`config.mk`:
```
export PLATFORM = sky130hd
export DESIGN_NAME = brownout_sample_ctrl
export DESIGN_NICKNAME = d
export VERILOG_FILES = /design/src/rtl/brownout_sample_ctrl.sv
export SDC_FILE = /design/constraint.sdc
export NUM_CORES = 1
export LEC_CHECK = 0
export BUFFER_PORTS_ARGS = -buffer_cell sky130_fd_sc_hd__buf_2
export CELL_PAD_IN_SITES_DETAIL_PLACEMENT = 1
export CELL_PAD_IN_SITES_GLOBAL_PLACEMENT = 2
export CORE_ASPECT_RATIO = 1.2
export CORE_MARGIN = 4
export CORE_UTILIZATION = 41
export CTS_BUF_LIST = sky130_fd_sc_hd__clkbuf_8 sky130_fd_sc_hd__clkbuf_16
export DETAILED_ROUTE_END_ITERATION = 10
export PLACE_DENSITY_LB_ADDON = 0.1
export REMOVE_ABC_BUFFERS = 1
export SYNTH_ARGS = -nofsm -noshare
export SYNTH_HDL_FRONTEND = slang
export SYNTH_SLANG_ARGS = --single-unit
```
`constraint.sdc`:
```
create_clock -name clk -period 5.5 [get_ports clk]
set_input_delay 1.1 -clock clk [delete_from_list [all_inputs] [get_ports clk]]
set_output_delay 1.1 -clock clk [all_outputs]
set_load 0.1 [all_outputs]
```
`src/rtl/brownout_sample_ctrl.sv`:
```
// brownout_sample_ctrl
//   Sequences ADC conversions while the BOD warning comparator is high.
//   Each new sample is compared with the previous one, and a falling step larger
//   than the programmable rate limit counts as a violation. DEBOUNCE consecutive
//   violations raise brownout. The critical comparator raises brownout
//   immediately. Brownout is then held for HOLD_CYCLES after the last trigger.
//
//   Optional feature macro: BOD_EVENT_CNT_EN adds event_cnt[7:0], a saturating
//   count of brownout rising edges.
//
// Ports
//   clk, rst        rising-edge clock, asynchronous active-high reset
//   bod_warn        BOD warning comparator (level)
//   bod_crit        BOD critical comparator (level)
//   adc_start       one-cycle conversion request
//   adc_done        one-cycle conversion-complete strobe; adc_data is valid with it
//   adc_data        ADC sample
//   cfg_wr          rate-limit write strobe; cfg_rate_limit is the new value
//   brownout        registered brownout flag
//   adc_fault       sticky ADC timeout flag
//   event_cnt       brownout episode count (BOD_EVENT_CNT_EN only)
module brownout_sample_ctrl #(
  parameter int unsigned ADC_W          = 20,
  parameter int unsigned RATE_W         = 12,
  parameter int unsigned RATE_LIMIT_RST = 14,
  parameter int unsigned SAMPLE_DIV     = 16,
  parameter int unsigned ADC_TIMEOUT    = 32,
  parameter int unsigned DEBOUNCE       = 2,
  parameter int unsigned HOLD_CYCLES    = 64
) (
  input  logic              clk,
  input  logic              rst,
  input  logic              bod_warn,
  input  logic              bod_crit,
  output logic              adc_start,
  input  logic              adc_done,
  input  logic [ADC_W-1:0]  adc_data,
  input  logic              cfg_wr,
  input  logic [RATE_W-1:0] cfg_rate_limit,
  output logic              brownout,
  output logic              adc_fault
`ifdef BOD_EVENT_CNT_EN
  ,
  output logic [7:0]        event_cnt
`endif
);

  localparam int unsigned CNT_W  = $clog2(SAMPLE_DIV + 1);
  localparam int unsigned TO_W   = $clog2(ADC_TIMEOUT + 1);
  localparam int unsigned HOLD_W = $clog2(HOLD_CYCLES + 1);
  localparam int unsigned VC_W   = $clog2(DEBOUNCE + 1);
  localparam int unsigned VC1_W  = VC_W + 1;

  typedef enum logic [2:0] {
    S_IDLE,
    S_START,
    S_WAIT,
    S_EVAL,
    S_HOLD
  } state_t;

  state_t             state_q, state_d;
  logic [CNT_W-1:0]   div_cnt_q, div_cnt_d;
  logic [TO_W-1:0]    timer_q, timer_d;
  logic [HOLD_W-1:0]  hold_q, hold_d;
  logic [VC_W-1:0]    viol_cnt_q, viol_cnt_d;
  logic [ADC_W-1:0]   cur_q, cur_d;
  logic [ADC_W-1:0]   prev_q, prev_d;
  logic               prev_valid_q, prev_valid_d;
  logic [RATE_W-1:0]  limit_q, limit_d;
  logic               adc_start_q, adc_start_d;
  logic               brownout_q, brownout_d;
  logic               adc_fault_q, adc_fault_d;
`ifdef BOD_EVENT_CNT_EN
  logic [7:0]         event_cnt_q, event_cnt_d;
`endif

  logic [ADC_W-1:0]   diff;
  logic               viol;
  logic [VC_W-1:0]    viol_cnt_inc;
  logic               debounce_hit;

  // Slew evaluation on the captured sample; uses the limit register before any same-cycle write
  always_comb begin
    diff         = prev_q - cur_q;
    viol         = prev_valid_q && (prev_q > cur_q) && (diff > ADC_W'(limit_q));
    viol_cnt_inc = (viol_cnt_q == '1) ? viol_cnt_q : viol_cnt_q + VC_W'(1);
    debounce_hit = (VC1_W'(viol_cnt_q) + VC1_W'(1)) == VC1_W'(DEBOUNCE);
  end

  // Next-state and next-output logic
  always_comb begin
    state_d      = state_q;
    div_cnt_d    = div_cnt_q;
    timer_d      = timer_q;
    hold_d       = hold_q;
    viol_cnt_d   = viol_cnt_q;
    cur_d        = cur_q;
    prev_d       = prev_q;
    prev_valid_d = prev_valid_q;
    brownout_d   = brownout_q;
    adc_fault_d  = adc_fault_q;
    limit_d      = cfg_wr ? cfg_rate_limit : limit_q;

    case (state_q)
      S_IDLE: begin
        if (!bod_warn) begin
          div_cnt_d    = '0;
          prev_valid_d = 1'b0;
          viol_cnt_d   = '0;
        end else if (div_cnt_q == CNT_W'(SAMPLE_DIV - 1)) begin
          div_cnt_d = '0;
          state_d   = S_START;
        end else begin
          div_cnt_d = div_cnt_q + CNT_W'(1);
        end
      end
      S_START: begin
        timer_d = '0;
        state_d = S_WAIT;
      end
      S_WAIT: begin
        if (adc_done) begin
          cur_d   = adc_data;
          state_d = S_EVAL;
        end else if (timer_q == TO_W'(ADC_TIMEOUT - 1)) begin
          adc_fault_d = 1'b1;
          state_d     = S_IDLE;
        end else begin
          timer_d = timer_q + TO_W'(1);
        end
      end
      S_EVAL: begin
        prev_d       = cur_q;
        prev_valid_d = 1'b1;
        state_d      = S_IDLE;
        if (viol) begin
          viol_cnt_d = viol_cnt_inc;
          if (debounce_hit) begin
            brownout_d = 1'b1;
            hold_d     = HOLD_W'(HOLD_CYCLES);
            state_d    = S_HOLD;
          end
        end else begin
          viol_cnt_d = '0;
        end
      end
      S_HOLD: begin
        if (hold_q == HOLD_W'(1)) begin
          brownout_d   = 1'b0;
          prev_valid_d = 1'b0;
          viol_cnt_d   = '0;
          state_d      = S_IDLE;
        end else begin
          hold_d = hold_q - HOLD_W'(1);
        end
      end
      default: state_d = S_IDLE;
    endcase

    // Critical comparator wins over everything, abandoning any conversion in flight
    if (bod_crit) begin
      state_d      = S_HOLD;
      brownout_d   = 1'b1;
      hold_d       = HOLD_W'(HOLD_CYCLES);
      div_cnt_d    = '0;
      timer_d      = timer_q;
      cur_d        = cur_q;
      prev_d       = prev_q;
      prev_valid_d = prev_valid_q;
      viol_cnt_d   = viol_cnt_q;
      adc_fault_d  = adc_fault_q;
    end

    adc_start_d = (state_d == S_START);
  end

`ifdef BOD_EVENT_CNT_EN
  // Count brownout rising edges; a reload while already in brownout is not a new event
  always_comb begin
    event_cnt_d = event_cnt_q;
    if (brownout_d && !brownout_q && (event_cnt_q != 8'hFF)) begin
      event_cnt_d = event_cnt_q + 8'd1;
    end
  end
`endif

  // State and output registers
  always_ff @(posedge clk or posedge rst) begin
    if (rst) begin
      state_q      <= S_IDLE;
      div_cnt_q    <= '0;
      timer_q      <= '0;
      hold_q       <= '0;
      viol_cnt_q   <= '0;
      cur_q        <= '0;
      prev_q       <= '0;
      prev_valid_q <= 1'b0;
      limit_q      <= RATE_W'(RATE_LIMIT_RST);
      adc_start_q  <= 1'b0;
      brownout_q   <= 1'b0;
      adc_fault_q  <= 1'b0;
`ifdef BOD_EVENT_CNT_EN
      event_cnt_q  <= 8'd0;
`endif
    end else begin
      state_q      <= state_d;
      div_cnt_q    <= div_cnt_d;
      timer_q      <= timer_d;
      hold_q       <= hold_d;
      viol_cnt_q   <= viol_cnt_d;
      cur_q        <= cur_d;
      prev_q       <= prev_d;
      prev_valid_q <= prev_valid_d;
      limit_q      <= limit_d;
      adc_start_q  <= adc_start_d;
      brownout_q   <= brownout_d;
      adc_fault_q  <= adc_fault_d;
`ifdef BOD_EVENT_CNT_EN
      event_cnt_q  <= event_cnt_d;
`endif
    end
  end

  assign adc_start = adc_start_q;
  assign brownout  = brownout_q;
  assign adc_fault = adc_fault_q;
`ifdef BOD_EVENT_CNT_EN
  assign event_cnt = event_cnt_q;
`endif

endmodule

```
Word-level counts from Yosys, hierarchy flattened:

Index checks and enable logic that the tools add are counted.

* reduce and logical (&&, ||, !) cells: 15
* mux-type cells: 33
* add/sub/neg operators: 6
* order comparisons: 2
* bitwise operators: 2
* equal/unequal tests: 19

Operator list (number)
* 7-bit 2-to-1 mux: 4
* 3-bit 2-to-1 mux: 8
* 20-bit by 12-bit greater-than comparator with 1-bit output: 1
* 20-bit greater-than comparator: 1
* 5-bit 2-to-1 mux: 4
* 4-bit AND reduction: 5
* 20-bit subtractor: 1
* 3-bit inequality test (second input constant): 5
* 3-bit case mux with 5 select lines: 1
* 7-bit case mux with 2 select lines: 1
* 6-bit 2-to-1 mux: 2
* 6-bit case mux with 2 select lines: 1
* 3-bit by 2-bit == test with 1-bit output (second input constant): 3
* 2-bit 2-to-1 mux: 4
* 2-bit inequality test (second input constant): 4
* 7-bit by 1-bit == test with 1-bit output (second input constant): 1
* 7-bit by 1-bit subtractor with 7-bit output (second input constant): 1
* 6-bit by 1-bit adder with 6-bit output (second input constant): 1
* 3-bit by 1-bit == test with 1-bit output (second input constant): 2
* 6-bit by 5-bit == test with 1-bit output (second input constant): 1
* 2-bit case mux with 3 select lines: 1
* 3-bit nonzero test: 2
* 5-bit by 1-bit adder with 5-bit output (second input constant): 1
* 5-bit by 4-bit == test with 1-bit output (second input constant): 1
* 14 further kinds: 21

* bits of input ports: 38
* word-level logic and storage cells: 89
* output and inout port bits: 3
* flip-flop bits (word level): 79

Logic depth before layout (Yosys ltp):

* depth after elaboration: 7
* mapped depth: 18
* mapped depth without buffers: 18

Least setup slack after synthesis:

No wires, ideal clock.

* kind: reg-to-reg
* start: register cur_q[3]
* end: register state_q[2]
* arrival: 3.661 ns
* stages on the path, launching flop included: 18
* setup time: 0.131 ns
* clock period less this slack: 3.792 ns
* buffers on the path: 0
* required time: 5.369 ns
* setup slack: 1.708 ns
* cells stage by stage: dfrtp_1 inv_1 ha_1 a21o_1 a21oi_1 nand2_1 and2_1 o21a_1 nor2_1 xnor2_1 ha_1 nand4_1 or3_1 o21ai_0 o311ai_0 or4_4 and3_4 or3_1

* cells in the longest elaborated chain, start to end: 6
* elaborated cells on any way between the ends: 8
* classes of those cells: add/sub (1); order compare (2); mux (3); reduce/logical (2)

Ends and longest elaborated chain
* start: declaration: line 67 `logic [ADC_W-1:0] cur_q, cur_d;`
* start signal: assignment: line 212 `cur_q <= cur_d;`
* 20-bit subtractor or 20-bit greater-than comparator (tied branches): line 85, 86
* 20-bit by 12-bit greater-than comparator with 1-bit output or 1-bit logical AND (tied branches): line 86 `viol = prev_valid_q && (prev_q > cur_q) && (diff > ADC_W'(limit_q));`
* 1-bit logical AND *: line 86
* 3-bit 2-to-1 mux *: line 137 `if (viol) begin`
* 3-bit case mux with 5 select lines *: line 105 `case (state_q)`
* 3-bit 2-to-1 mux *: line 162 `if (bod_crit) begin`
* named net state_d[2]: line 62 `state_t state_q, state_d;`
* end signal: assignment: line 207 `state_q <= state_d;`
* end: declaration: line 62

The timed path passes the listed nets; every way through them passes the cells marked *.
A chain may end at the register's enable or synchronous reset.

Worst setup path in the final report:

* start: register cur_q[0]
* end: register state_q[2]

Same word-level chain as after synthesis.

==> summary.txt <==
Cells and area
  – Share of layout cells above drive strength 1: 22.0%
  – Filler cell count: 1363
  – Commonest non-fill, non-tap cell in the layout: dfrtp_1
  – Area growth syn-to-layout: 14.7%
  – Most frequent cells in the layout: dfrtp_1, nand2_1, inv_1, mux2_2, buf_2
  – Core Util, Final: 47.7%
  – Ant diodes: 0
  – Final net count: 614
  – Final cell count without fillers: 699

Min path
  – HP Class: reg2reg
  – Hold Startpoint: adc_fault$_DFFE_PP0P_
  – Hold Path Cell Cnt: 1
  – Worst Hold End: adc_fault$_DFFE_PP0P_

Die
  – Core area: 0.0115 mm²
  – Die Wd: 107 µm
  – Area of the die: 0.0135 mm²
  – Initial core utilization: 41.6%
  – Chip height: 126 µm
  – I/O pins: 41
  – # rows: 43

Placement
  – Port Buffers: 40
  – Cell count after placement: 683
  – Routability cong.: 0.863
  – Dpl hpwl: 8.42 mm

Pwr
  – Clk network pwr share: 42.0%
  – VDD IR max: 0.145 mV
  – Total power draw: 1.65 mW
  – P per Cell Area: 300 mW/mm²
  – Sw power: 0.453 mW
  – Flop pwr share: 40.3%
  – Leak Pwr: 2.71 nW
  – Internal: 1.20 mW
  – Switching portion of total power: 27.5%
  – Comb pwr share: 17.7%

Global routing
  – Global-route wire length before repair: 19.8 mm
  – Pin count of the biggest net entering global routing: 68
  – Gr usage total: 18.2%
  – Vias in the first global route: 4151
  – Overflow after GRT: 0
  – Initial antenna violation count: 0

Timing
  – RSZ-0062 raised after global routing: false
  – Clock skew: 0.00360 ns
  – Worst rel slew slack: 39.4%
  – Final Cycle Share: 75.2%
  – Hold Fails Final Rpt: 0
  – Fin crit period: 4.13 ns
  – Final setup TNS: 0 ns
  – Final hold slack: 0.465 ns
  – Slew Limit Fails: 0
  – Final Setup Violations: 0
  – Fmax: 242 MHz
  – Slew @ Worst Pin: 0.902 ns

Worst setup path
  – Worst R2R End: state_q[2]$_DFF_PP0_
  – Worst reg-to-reg setup slack: 1.37 ns
  – Worst path top cell family by delay: simple AND/OR/NAND/NOR gates
  – CP required: 5.72 ns
  – Reg2reg start: cur_q[0]$_DFFE_PP0P_
  – R2R cell count: 15
  – Critical-path top delay cell: or4_4
  – Cells along the critical path: ha_1 -> fa_1 -> nand2b_1 -> a21oi_1 -> nor2b_1 -> o21ai_0 -> xor2_1 -> ha_1 -> nand4_1 -> or3_1 -> o21ai_0 -> o311ai_0 -> or4_4 -> and3_4 -> or3_1
  – Bufs and invs on worst path: 0
  – Startpoint Class: flip-flop
  – Critical Path AT: 4.35 ns
  – Critical path class: reg2reg
  – Worst setup path startpoint: cur_q[0]$_DFFE_PP0P_
  – CP Capture Type: flip-flop
  – Crit path max fanout: 5
  – CP peak stage delay: 0.58 ns

CTS
  – Skew-Pair Late Insertion Delay: 0.34 ns
  – CTS tree: done
  – Number of buffers created by CTS: 9
  – Clock Path Buffers: 2
  – CTS clock-pin slew for the worst setup and hold paths: 0.06 ns
  – Post-CTS setup buffers: 0
  – Clock sinks: 79
  – Cts hold-fix bufs: 0
  – H-tree depth: 3
  – CTS root buffer: clkbuf_16
  – Post-CTS Resized: 0

Synth
  – Ys flop type: dfrtp_1
  – Post-synth cell types: 61
  – Synth Area per Inst: 9.66 µm²
  – Syn. warnings: 0
  – Cells after Synth: 496
  – Post-synth ARST share: 100%
  – Cell area after synthesis: 0.00479 mm²
  – Register area share after synthesis: 41.3%
  – EDFF count, synth: 0
  – FF+latch count, synth: 79

Route
  – Final WL: 11.2 mm
  – Antenna-violating nets left: 0
  – DRT iter0 DRCs: 117
  – Remaining DRCs: 0
  – Vias per cell: 5.32
  – Drt first pass iters: 4
  – Routed len/inst: 16.0 µm
  – Routed via count: 3717

Status
  – Run status: finished clean

Job
  – Max-cap viol count: 0
==> how the worst max path moves through the flow <==
stage,to,cells after the start
detailed placement,state_q[2]$_DFF_PP0_,15
floorplan,state_q[2]$_DFF_PP0_,17
CTS,state_q[2]$_DFF_PP0_,15
global route,state_q[2]$_DFF_PP0_,15
global placement,state_q[2]$_DFF_PP0_,15
finish,state_q[2]$_DFF_PP0_,15
==> registers in the layout, indices dropped and copies added, names as in the netlist <==
name          count
div_cnt_q         5
prev_q           20
cur_q            20
prev_valid_q      1
adc_fault         1
adc_start         1
viol_cnt_q        2
state_q           3
limit_q          12
brownout          1
hold_q            7
timer_q           6
==> cell families after synthesis <==
logic type | share of synthesized area [%]
compound gates | 14.8
buf+inv | 4.70
flops | 41.3
fa+ha+maj | 10.3
mux | 9.61
simple gates | 15.9
xor+xnor | 3.29
==> cell type report <==
type / count / area [µm²] / area share (%)
Multi-Input combinational cell: 362 / 2590 / 47.1
Sequential cell: 79 / 1980 / 36.0
Clock buffer: 9 / 225 / 4.10
Timing Repair Buffer: 43 / 223 / 4.05
Tap cell: 157 / 196 / 3.57
Inverter: 42 / 159 / 2.89
Clock inverter: 7 / 121 / 2.21
==> synth_stat cells, types with 5 or more instances <==
library cell  instances  area share, %
nor2_1               28            2.2
o21ai_0              33            3.4
xnor2_1              10            1.8
nand2_1              45            3.5
o21a_1                5           0.78
a31oi_1               5           0.65
mux2_2               40            9.4
nor3_1               14            1.5
xor2_1                8            1.5
nand3_1               8           0.84
a21o_1                9            1.4
clkbuf_1              9           0.70
a211oi_1              5           0.78
inv_1                42            3.3
nor2b_1               9            1.2
a21oi_1              35            3.7
ha_1                 38            9.9
or3_1                 5           0.65
dfrtp_1              76             40
nand2b_1              5           0.65
nand4_1              10            1.3
==> per-stage QoR <==
step / setup WS, ns / instance area (µm²)
floorplan: 1.71 / 4720
global placement: 1.44 / 5150
detailed placement: 1.35 / 5150
CTS: 1.32 / 5500
global route: 1.09 / 5500
finish: 1.37 / 5500
==> metal layers <==
| metal | global-route usage, % | routed length [µm] | up-vias |
|---|---|---|---|
| met1 | 20.7 | 4630 | 1832 |
| met2 | 34.1 | 6120 | 38 |
| met3 | 3.05 | 263 | 12 |
| met5 | 0 | 0 | - |
| li1 | - | - | 1835 |
| met4 | 5.87 | 197 | 0 |
==> power by group through the flow <==
stage	Sequential [mW]	Combinational, mW	Clock (mW)
6_report	0.664	0.292	0.692
5_1_grt	0.672	0.338	0.738
4_1_cts	0.664	0.299	0.712
3_5_place_dp	0.674	0.293	0
3_3_place_gp	0.671	0.280	0
2_1_floorplan	0.669	0.208	0
==> worst register-to-register path, delay by kind of cell (launching register included) <==
family,cells,cell delay [ns]
simple gates,7,1.91
fa+ha+maj,3,0.93
compound gates,4,0.66
flops,1,0.40
xor+xnor,1,0.11
No activity file was read; power rests on OpenSTA's default activity.
